$ cat config.mk
export PLATFORM = sky130hd
export DESIGN_NAME = store_size_unit
export DESIGN_NICKNAME = d
export VERILOG_FILES = /design/src/rtl/store_size_unit_pkg.sv /design/src/rtl/store_size_unit_byte_lane_merge.sv /design/src/rtl/store_size_unit.sv
export SDC_FILE = /design/constraint.sdc
export NUM_CORES = 1
export LEC_CHECK = 0
export BUFFER_PORTS_ARGS = -buffer_cell sky130_fd_sc_hd__clkbuf_2
export CORE_MARGIN = 3
export CORE_UTILIZATION = 45
export CTS_CLUSTER_DIAMETER = 100
export DETAILED_ROUTE_END_ITERATION = 10
export PLACE_DENSITY = 0.73
export SETUP_SLACK_MARGIN = 0.05
export SYNTH_ARGS = -nofsm -noshare
export SYNTH_HDL_FRONTEND = slang
export SYNTH_SLANG_ARGS = --single-unit
$ cat constraint.sdc
create_clock -name clk -period 3.45 [get_ports clk]
set_clock_uncertainty 0.1 [all_clocks]
set_input_delay 0.5175 -clock clk [delete_from_list [all_inputs] [get_ports clk]]
set_output_delay 0.5175 -clock clk [all_outputs]
set_load 0.02 [all_outputs]
$ cat src/rtl/store_size_unit_pkg.sv
// ----------------------------------------------------------------------------
// store_size_unit_pkg : size codes and FSM states shared by the store-size path
// Revision: 1.0
// ----------------------------------------------------------------------------
`default_nettype none

package store_size_unit_pkg;

   // Same encodings the load-size path uses
   localparam logic [1:0] SZ_WORD = 2'b00;
   localparam logic [1:0] SZ_HALF = 2'b01;
   localparam logic [1:0] SZ_BYTE = 2'b10;
   localparam logic [1:0] SZ_RSVD = 2'b11;

   typedef enum logic [1:0] {
      ST_IDLE  = 2'd0,
      ST_READ  = 2'd1,
      ST_WRITE = 2'd2,
      ST_DONE  = 2'd3
   } state_t;

endpackage

`default_nettype wire

$ cat src/rtl/store_size_unit_byte_lane_merge.sv
// ----------------------------------------------------------------------------
// byte_lane_merge : overlays the low half/byte of wdata onto a read word
// Revision: 1.0
// ----------------------------------------------------------------------------
`default_nettype none

module byte_lane_merge
   import store_size_unit_pkg::*;
(
   input  logic [1:0]  size,
   input  logic [31:0] rdata,
   input  logic [31:0] wdata,
   output logic [31:0] merged
);

   // Lane 0 is always the low-order bits; the address does not select a lane.
   always_comb begin
      merged = wdata;
      case (size)
         SZ_HALF: merged = {rdata[31:16], wdata[15:0]};
         SZ_BYTE: merged = {rdata[31:8],  wdata[7:0]};
         default: merged = wdata;
      endcase
   end

endmodule

`default_nettype wire

$ cat src/rtl/store_size_unit.sv
// ----------------------------------------------------------------------------
// store_size_unit : executes sw/sh/sb; sh/sb are read-modify-write sequences
// Revision: 1.0
// ----------------------------------------------------------------------------
`default_nettype none

module store_size_unit
   import store_size_unit_pkg::*;
#(
   parameter int MEM_LAT = 1
) (
   input  logic        clk,
   input  logic        reset,
   input  logic        start,
   input  logic [1:0]  size,
   input  logic [31:0] addr,
   input  logic [31:0] store_data,
   input  logic [31:0] mem_rdata,
   output logic [31:0] mem_addr,
   output logic        mem_wr,
   output logic [31:0] mem_wdata,
   output logic        busy,
   output logic        done,
   output logic        size_err
);

   localparam logic [2:0] LAT_LOAD = 3'(MEM_LAT);

   state_t      state_q, state_d;
   logic [2:0]  cnt_q;
   logic [1:0]  size_q;
   logic [31:0] addr_q, data_q, wdata_q;
   logic [31:0] merged;

   byte_lane_merge u_merge (
      .size   (size_q),
      .rdata  (mem_rdata),
      .wdata  (data_q),
      .merged (merged)
   );

   always_ff @(posedge clk or posedge reset) begin
      if (reset) begin
         state_q <= ST_IDLE;
         cnt_q   <= 3'd0;
         size_q  <= SZ_WORD;
         addr_q  <= 32'd0;
         data_q  <= 32'd0;
         wdata_q <= 32'd0;
      end else begin
         state_q <= state_d;
         if (state_q == ST_IDLE && start) begin
            size_q <= size;
            addr_q <= addr;
            data_q <= store_data;
            cnt_q  <= LAT_LOAD;
            if (size == SZ_WORD)
               wdata_q <= store_data;
         end else if (state_q == ST_READ) begin
            // Read data is valid on the last of the MEM_LAT+1 read cycles
            if (cnt_q != 3'd0)
               cnt_q <= cnt_q - 3'd1;
            else
               wdata_q <= merged;
         end
      end
   end

   always_comb begin
      state_d  = state_q;
      mem_addr = 32'd0;
      mem_wr   = 1'b0;
      busy     = (state_q != ST_IDLE);
      done     = 1'b0;
      size_err = 1'b0;
      case (state_q)
         ST_IDLE: begin
            if (start) begin
               case (size)
                  SZ_WORD: state_d = ST_WRITE;
                  SZ_RSVD: state_d = ST_DONE;
                  default: state_d = ST_READ;
               endcase
            end
         end
         ST_READ: begin
            mem_addr = addr_q;
            if (cnt_q == 3'd0)
               state_d = ST_WRITE;
         end
         ST_WRITE: begin
            mem_addr = addr_q;
            mem_wr   = 1'b1;
            state_d  = ST_DONE;
         end
         ST_DONE: begin
            done     = 1'b1;
            size_err = (size_q == SZ_RSVD);
            state_d  = ST_IDLE;
         end
         default: state_d = ST_IDLE;
      endcase
   end

   assign mem_wdata = wdata_q;

endmodule

`default_nettype wire

==> results of run 1 <==
[worst max-delay path, stage by stage, from the launching register on]
cell	delay, ns
dfrtp_1	0.39
inv_1	0.10
ha_1	0.83
and2_1	0.25
clkbuf_2	0.17
[flip-flops by register name, indices dropped and copies added (netlist names)]
register,cells
state_q,2
size_q,2
data_q,32
addr_q,32
mem_wdata,32
cnt_q,3
[stage by stage]
step | std cells | setup WS (ns) | area, µm² | power [W]
final | 786 | 0.710 | 5920 | 0.00590
after global routing | 786 | 0.554 | 5920 | 0.00637
after CTS | 786 | 0.678 | 5920 | 0.00596
after detailed placement | 770 | 0.894 | 5700 | 0.00511
after global placement | 770 | 1.02 | 5700 | 0.00500
after floorplan | 504 | 0.129 | 4850 | 0.00424
[metal layers]
layer	global-route usage, %	vias to the layer above	share of wire (%)	wire, µm
li1	-	1960	-	-
met3	6.17	10	7.9	947
met4	6.68	0	1.2	141
met2	33.2	166	48	5800
met1	26.3	1990	43	5140
met5	0	-	0	0
[power by group]
group	switching [W]	total [W]	leakage, nW	internal (W)
Combinational	0.00185	0.00297	1.75	0.00112
Sequential	0.000299	0.00209	1.27	0.00179
Clock	0.000427	0.000837	0.105	0.000410
[worst min path at each step]
| stage | startpoint | endpoint | slack (ns) | cells past startpoint |
|---|---|---|---|---|
| after global routing | reset | addr_q[0] | 0.19 | 2 |
| final | reset | addr_q[0] | 0.14 | 2 |
| after floorplan | addr_q[0] | addr_q[0] | 0.34 | 2 |
| after global placement | addr_q[2] | addr_q[2] | 0.35 | 2 |
| after detailed placement | addr_q[1] | addr_q[1] | 0.35 | 2 |
| after CTS | reset | mem_wdata[2] | 0.17 | 2 |
[kinds of logic after synthesis]
kind of cell,count (synthesis)
and+or+nand+nor,246
DFF,103
AOI/OAI and AO/OA,75
buffers and inverters,49
muxes,19
adders and majority gates,11
xor gates and xnor gates,1
[final cells by class]
type                    count  area, µm²
fillers                   976       4500
flip-flops and latches    103       2580
multi-input cells         352       2040
repair buffers            166        858
well taps                 136        170
clock buffers               9        124
clock inverters             7       97.6
inverters                  13       51.3
[cells in the final DEF, fill, tap and decap left out, drive strengths merged]
master / netlist / routed
a221oi: 16 / 16
and2: 35 / 35
a21oi: 2 / 2
ha: 11 / 11
nand3: 9 / 9
o211ai: 17 / 17
o31ai: 16 / 16
clkbuf: 18 / 169
and3: 1 / 1
nand2: 181 / 181
o21ai: 4 / 4
a211oi: 10 / 10
a2bb2oi: 1 / 1
mux2i: 3 / 3
inv: 13 / 13
buf: 18 / 6
nor2b: 2 / 2
mux2: 16 / 16
a41oi: 8 / 8
clkinv: 0 / 3
bufinv: 0 / 2
dfrtp: 103 / 103
xnor2: 1 / 1
clkinvlp: 0 / 2
o21ba: 1 / 1
nor2: 18 / 18
==> metrics.txt, run 1 <==
status=finished clean; CP Class=reg2out; worst slew pin tran=just under 1 ns; Max Cap Violations=0; Antenna Violating Nets Remaining=0; unrepaired setup endpoints after global routing=false; Max Slew Vio Count=0; crit path max fanout=33; main combinational cell family by area after synthesis=simple AND/OR/NAND/NOR gates; FF+latch count, synth=103; Final nets=757; final wirelength=12000 µm; share of post-route cells with drive strength above 1=31.4%; Final Util=56.8%; Ports=around 170; Clock Sinks=103; Detailed Route Iter0 Violations=263; largest net degree at the start of global routing=91; Setup TNS=0 ns; FF-to-FF path depth=7; worst hold slack=0.141 ns; Adder-Cell Fraction of Synth Area=2.84%; Final Setup Violations=0; crit path launch type=flop; Syn Inst Count=504; core area=10400 µm²; wire length per cell=15.3 µm; Fmax=0.365 GHz; H-tree Lvls=3; multiplexer area fraction after synthesis=approximately 5.4%; final period utilization=around four fifths; all-layer global routing usage=about a fifth; Synth Area in XOR/XNOR=0.181%; worst skew pair latency=~0.37 ns; Worst-path clk slew=0.10 ns; clock buffer depth=2; FP Rows=37; Yosys warnings=0; Setup crit end kind=output port; CTS resizes=0; Initial Util=between 40% and 50%; Compound-Gate Fraction of Synth Area=approximately an eighth; CP Launch Point=state_q[0]; CTS Buf Count=9; Synth area leader=dfrtp_1; RR Startpoint=state_q[0]; postcts setup bufs=0; CTS Hold Bufs=0; Synth top area share=53.2%; worst r2r dst=addr_q[24]; height of the chip=~110 µm; root buffer cell=clkbuf_8; synth top area cells=dfrtp_1 53%, nand2_1 14%, and2_1 4.4%, mux2_4 4.3%, a221oi_1 2.9%; CP required=~2.8 ns; TritonCTS clock tree=built; # DRC=0; Hold WC Path Type=in2async; register-to-register setup slack=roughly 0.89 ns; Simple-Gate Fraction of Synth Area=a little over a fifth; Placer Congestion=roughly 0.77; Mapped Area=4850 µm²; ANT cells=0; router iterations before antenna repair=5; GRT Residual Overflow=0; Max-Slew Margin vs Limit=34.9%; area of the die=~12000 µm²; Power Dens Cells=roughly 1000 nW/µm²; asr flop ratio synth=100%; peak supply drop=0.000523 V; Post-synth top cells=181 x nand2_1, 103 x dfrtp_1, 34 x and2_1; routed vias/inst=5.25; I/O Buffers=160; Area growth syn-to-layout=22.2%; Netlist cell types=29; initial antenna violation count=0; Critical Path AT=2.12 ns; Die Wd=110 µm; leakage=about 3.1 nW; Vias=4126; Mapped Avg Cell Area=9.61 µm²; hpwl dp=a little over 8000 µm; post-synthesis sequential area ratio=53.2%; most common cell in the netlist=nand2_1; Critical Path End=mem_addr[17]; first-pass GRT wire length=19300 µm; Final Critical Period=about 2.7 ns; Final Hold Fails=0; vias in the first global route=4050; Synth Flop Type=dfrtp_1; Post-synth EDFFs=0; Mapped Nets=616
Note: power is estimated with default switching activity, not from simulation.
==> run 2, diff against run 1 <==
Settings changed: ABC_AREA set to 1, CORE_UTILIZATION 45 to 46, PLACE_DENSITY 0.73 to 0.74.
Clock period 3.45 ns to 2.41 ns, I/O delays scaled along.
==> metrics.txt, run 2 <==
Detailed Route Iter0 Violations=407 (+55%); fin area=6250 µm² (+5.6%); Max Slew Vio Count=0 (unchanged); most common cell in the netlist=nand2_1; ANT cells=0 (unchanged); largest net degree at the start of global routing=81 (-11%); Critical Path AT=1.74 ns (-0.38 ns); Setup TNS=0 ns (unchanged); area of the die=12500 µm² (+3.7%); Top cell by count, worst path=inv_1; vias in the first global route=4740 (+17%); FF-to-FF path depth=8 (+1); leakage=3.73 nW (+19%); Synth top area share=50.1% (-3.1 points); worst slew pin tran=0.791 ns (-0.186 ns); routed vias/inst=4.88 (-7.1%); crit-path cells=inv_1 -> ha_1 -> buf_12 -> nand2_1 -> inv_1 -> clkbuf_2; Fmax=between 0.4 and 0.5 GHz; root buffer cell=clkbuf_8; synth top area cells=dfrtp_1 50%, nand2_1 20%, nor2_1 6.6%, inv_1 4.8%, nand3_1 3.9%; CTS Buf Count=9 (unchanged); Area growth syn-to-layout=21.4%; multi-input logic area=2110 µm² (+3.2%); final wirelength=13200 µm (+9.7%); Power Dens Cells=1470 nW/µm² (+47%); Final Hold Fails=0 (unchanged); Critical-path top delay cell=dfrtp_1; Buf/Inv on CP=4 (+2); post-synthesis sequential area ratio=50.1% (-3.1 points); FP Rows=37 (unchanged); Vias=4799 (+16%); Final Critical Period=2.20 ns; commonest non-fill, non-tap cell in the layout=nand2_1; crit path max fanout=32 (-3.0%); I/O Buffers=160 (unchanged); all-layer global routing usage=21.5% (+1.0 points); Mapped Area=5150 µm² (+6.2%); Yosys warnings=0 (unchanged); Placer Congestion=0.803 (+4.8%); peak supply drop=0.000702 V (+34%); initial antenna violation count=0 (unchanged); wire length per cell=13.4 µm (-12%); TritonCTS clock tree=built; Die Wd=112 µm (+1.8%); Netlist cell types=19 (-34%); critical path's top delay family=buffers and inverters; CP max stage delay=0.40 ns (-0.43 ns); core area=10600 µm² (+1.8%); share of post-route cells with drive strength above 1=22.9% (-8.5 points); worst r2r dst=mem_wdata[15]; FF+latch area=2580 µm² (unchanged); Mapped Nets=812 (+32%); Final Setup Violations=0 (unchanged); Post-synth top cells=278 x nand2_1, 103 x dfrtp_1, 90 x nor2_1; Post-synth EDFFs=0 (unchanged); postcts setup bufs=0 (unchanged); Syn Inst Count=700 (+39%); router iterations before antenna repair=5 (unchanged); CP Class=reg2out; height of the chip=112 µm (+1.8%); Clock Sinks=103 (unchanged); Antenna Violating Nets Remaining=0 (unchanged); Final Util=58.9% (+2.1 points); most frequent cells in the layout=277 x nand2_1, 160 x clkbuf_2, 103 x dfrtp_1; Worst-path clk slew=0.10 ns (about the same); unrepaired setup endpoints after global routing=false; H-tree Lvls=3 (unchanged); final period utilization=91.2%; Cell Count, Final, Fillers Out=984 (+25%); FF+latch count, synth=103 (unchanged); clock buffer depth=2 (unchanged); Post-Place Cells=969 (+26%); Hold WC Path Type=in2async; Post-DP Area=6040 µm² (+6.0%); fillers=1016 (+4.1%); Mapped Avg Cell Area=7.35 µm² (-24%); # DRC=0 (unchanged); first-pass GRT wire length=22200 µm (+15%); hpwl dp=9250 µm (+13%); Ports=169 (unchanged); status=finished clean; Final nets=956 (+26%); register-to-register setup slack=0.37 ns (-0.52 ns); RR Startpoint=state_q[0]; Max-Slew Margin vs Limit=47.3% (+12 points); Setup crit end kind=output port; crit path launch type=flop; GRT Residual Overflow=0 (unchanged); Synth area leader=dfrtp_1; CP required=1.95 ns (-0.88 ns); asr flop ratio synth=100% (unchanged); Synth Flop Type=dfrtp_1; Initial Util=48.5% (+2.0 points); Max Cap Violations=0 (unchanged); worst skew pair latency=0.36 ns (about the same)
-- run 2: changes by cell type in the layout (fill, tap and decap cells not counted), sizes merged, moves of 17 or more --
cell,change
o211ai,-17
inv,+55
a21oi,+30
and2,-35
nand3,+32
nand2,+99
o21ai,+23
nor2,+72
-- run 2: cell type report --
type | instances | share of cell area, %
Clock buffer | 11 | 2.26
Clock inverter | 4 | 0.881
Inverter | 68 | 4.19
Multi-Input combinational cell | 489 | 33.7
Sequential cell | 103 | 41.2
Tap cell | 136 | 2.72
Timing Repair Buffer | 173 | 15.0
-- run 2: kinds of logic after synthesis --
kind of cell               count (synthesis)  share of synthesized area [%]
DFF                                      103                           50.1
AOI/OAI and AO/OA                         59                           5.74
buffers and inverters                    108                           9.12
and+or+nand+nor                          419                           32.4
adders and majority gates                 11                           2.67
-- run 2: worst min-delay path, delay by kind of cell --
family                 cells  cell delay [ns]
buffers and inverters      3             0.60
-- run 2: what timing repair did --
| action | 4_1_cts | 5_1_grt |
|---|---|---|
| setup endpoints to repair | 0 | 32 |
| resized for setup | 0 | 3 |
| hold buffers | 0 | 0 |
-- run 2: worst max path at each step --
stage | start | to | slack [ns] | depth (start not counted)
2_1_floorplan | state_q[0] | mem_addr[10] | 0.58 | 6
3_3_place_gp | cnt_q[0] | mem_wdata[12] | 0.47 | 9
3_5_place_dp | state_q[0] | mem_wdata[15] | 0.41 | 8
4_1_cts | state_q[0] | mem_addr[1] | 0.07 | 6
5_1_grt | state_q[0] | mem_addr[14] | 0.07 | 6
6_report | state_q[0] | mem_addr[30] | 0.21 | 6
-- run 2: where the power goes --
part | total (W) | switching (W) | leakage [nW] | internal (W)
combinational | 0.00508 | 0.00338 | 2.38 | 0.00170
clock | 0.00110 | 0.000588 | 0.0960 | 0.000510
sequential | 0.00300 | 0.000439 | 1.26 | 0.00256
-- run 2: layer usage --
| metal | track usage [%] | wire, µm |
|---|---|---|
| met2 | 33.4 | 5910 |
| met4 | 8.43 | 323 |
| met1 | 28.7 | 5790 |
| met5 | 0 | 0 |
| met3 | 5.87 | 1170 |
-- run 2: metrics by stage --
stage	hold WS [ns]	setup WS [ns]	power, W
2_1_floorplan	0.343	0.585	0.00659
3_3_place_gp	0.354	0.473	0.00793
3_5_place_dp	0.363	0.408	0.00808
4_1_cts	0.0489	0.0722	0.00920
5_1_grt	0.0789	0.0738	0.0100
6_report	0.0443	0.213	0.00917
==> run 3, diff against run 2 <==
Settings changed: PLACE_DENSITY 0.74 to 0.73, SYNTH_HIERARCHICAL set to 1.
==> metrics.txt, run 3 <==
status=finished clean; Top cell by count, worst path=inv_1; post-synthesis sequential area ratio=48.6% (-1.5 points); # DRC=0 (unchanged); FP Rows=38 (+2.7%); Synth area leader=dfrtp_1; Synth top area share=48.6% (-1.5 points); final period utilization=92.0% (+0.81 points); Critical Path AT=1.76 ns (+0.02 ns); initial antenna violation count=0 (unchanged); fin area=6380 µm² (+2.1%); Mapped Avg Cell Area=7.23 µm² (-1.7%); share of post-route cells with drive strength above 1=22.4% (-0.51 points); synth top area cells=dfrtp_1 49%, nand2_1 28%, nand3_1 6.8%, inv_1 4.6%, buf_4 3.1%; Mapped Nets=844 (+3.9%); CTS Buf Count=9 (unchanged); asr flop ratio synth=100% (unchanged); RR Startpoint=state_q[0]; Final nets=977 (+2.2%); Power Dens Cells=1400 nW/µm² (-4.6%); CTS Hold Bufs=0 (unchanged); most common cell in the netlist=nand2_1; Area growth syn-to-layout=20.2%; Setup TNS=0 ns (unchanged); Post-synth top cells=393 x nand2_1, 103 x dfrtp_1, 72 x nand3_1; CP max stage delay=0.41 ns (about the same); worst skew pair latency=0.34 ns (-0.02 ns); Setup crit end kind=output port; Post-synth EDFFs=0 (unchanged); leakage=4.11 nW (+10%); GRT Residual Overflow=0 (unchanged); Netlist cell types=19 (unchanged); Yosys warnings=6 (+6); Final Critical Period=2.22 ns (+0.0196 ns); wire length per cell=12.1 µm (-9.4%); Final Hold Fails=0 (unchanged); Fmax=0.451 GHz (-0.89%); Max Cap Violations=0 (unchanged); multi-input logic area=2170 µm² (+2.9%); CP Class=reg2out; Placer Congestion=0.787 (-2.0%); Critical-path top delay cell=dfrtp_1; Die Wd=113 µm (+1.5%); crit-path cells=inv_1 -> ha_4 -> buf_4 -> inv_1 -> clkbuf_2; Max Slew Vio Count=0 (unchanged); TritonCTS clock tree=built; crit path launch type=flop; FF+latch count, synth=103 (unchanged); hpwl dp=8310 µm (-10%); Mapped Area=5310 µm² (+3.1%); I/O Buffers=160 (unchanged); commonest non-fill, non-tap cell in the layout=nand2_1; Final Util=57.6% (-1.4 points); fillers=1087 (+7.0%); Post-DP Area=6090 µm² (+0.89%); unrepaired setup endpoints after global routing=false; Vias=4685 (-2.4%); Detailed Route Iter0 Violations=289 (-29%); largest net degree at the start of global routing=104 (+28%); Max-Slew Margin vs Limit=63.9% (+17 points); worst slew pin tran=0.542 ns (-0.249 ns); Setup WS pre-CTS=0.410 ns (+0.00228 ns); height of the chip=113 µm (+1.5%); Worst-path clk slew=0.08 ns (-0.02 ns); Synth Flop Type=dfrtp_1; peak supply drop=0.000874 V (+25%); crit path max fanout=37 (+16%); vias in the first global route=4383 (-7.5%); CP required=1.95 ns (about the same); Clock Sinks=103 (unchanged); FF+latch area=2580 µm² (unchanged); final wirelength=12300 µm (-6.8%); Antenna Violating Nets Remaining=0 (unchanged); routed vias/inst=4.63 (-5.1%); router iterations before antenna repair=4 (-1); clock buffer depth=2 (unchanged); core area=11100 µm² (+4.5%); first-pass GRT wire length=20800 µm (-6.6%); all-layer global routing usage=19.8% (-1.7 points); final worst slack=0.193 ns (-0.0196 ns); area of the die=12900 µm² (+2.9%); CP Launch Point=state_q[0]; H-tree Lvls=3 (unchanged); Syn Inst Count=734 (+4.9%); most frequent cells in the layout=393 x nand2_1, 160 x clkbuf_2, 103 x dfrtp_1; Hold WC Path Type=in2async; Final Setup Violations=0 (unchanged); root buffer cell=clkbuf_16; Ports=169 (unchanged); Initial Util=47.9% (-0.64 points); ANT cells=0 (unchanged)
run 3: cell count changes after synthesis, sizes merged:
| cell | before | now |
|---|---|---|
| nand2 | 280 | 397 |
| nor2 | 90 | 18 |
| a21oi | 32 | 0 |
| nand3 | 41 | 73 |
| buf | 30 | 45 |
| o21ai | 27 | 16 |
| nand4 | 8 | 0 |
| clkbuf | 10 | 5 |
| ha | 11 | 9 |
| and3 | 0 | 1 |
| inv | 68 | 67 |
run 3: what timing repair did:
action / CTS / global route
endpoints found under the hold margin: 0 / 0
buffers inserted: 0 / 0
setup endpoints to repair: 0 / 21
gates resized for setup: 0 / 1
run 3: stage by stage:
stage | total power [W] | hold WS, ns | cells
after floorplan | 0.00649 | 0.336 | 734
after global placement | 0.00753 | 0.349 | 996
final | 0.00893 | 0.0488 | 1012
after CTS | 0.00901 | 0.0896 | 1012
after global routing | 0.00985 | 0.107 | 1012
after detailed placement | 0.00761 | 0.358 | 996
run 3: power by group:
part | internal [W] | switching [W] | total [W]
clock | 0.000734 | 0.000628 | 0.00136
combinational | 0.00160 | 0.00302 | 0.00462
sequential | 0.00252 | 0.000425 | 0.00295
run 3: path summary, 6_finish.rpt:
kind	end	slack, ns	depth (start not counted)
max	busy	0.19	5
min	mem_wdata[7]	0.05	3
max reg2reg	mem_wdata[18]	0.44	8
min reg2reg	data_q[3]	0.37	2
max in group asynchronous	data_q[0]	1.74	3
min in group clk	addr_q[18]	0.12	3
run 3: layout make-up:
class                           instances  area share, %
Sequential cell                       103           40.4
Multi-Input combinational cell        514           34.0
Timing Repair Buffer                  172           14.6
Inverter                               67           4.00
Clock buffer                           12           3.86
Tap cell                              140           2.75
Clock inverter                          4          0.471
run 3: kinds of logic after synthesis:
family                     count (synthesis)  synth area share (%)
AOI/OAI and AO/OA                         16                  1.51
adders and majority gates                  9                  2.12
DFF                                      103                  48.6
and+or+nand+nor                          489                  37.0
buffers and inverters                    117                  10.8
run 3: worst max-delay path: cells and delay by family (launching register included):
family     cells  cell delay, ns
fa+ha+maj      1            0.17
flops          1            0.41
buf+inv        4            0.85
run 3: per-layer routing:
layer	part of all wire [%]	track usage, %	wire length, µm
met5	0	0	0
met4	1.0	6.49	127
met3	7.3	3.61	899
met2	46	31.2	5670
met1	45	27.7	5590
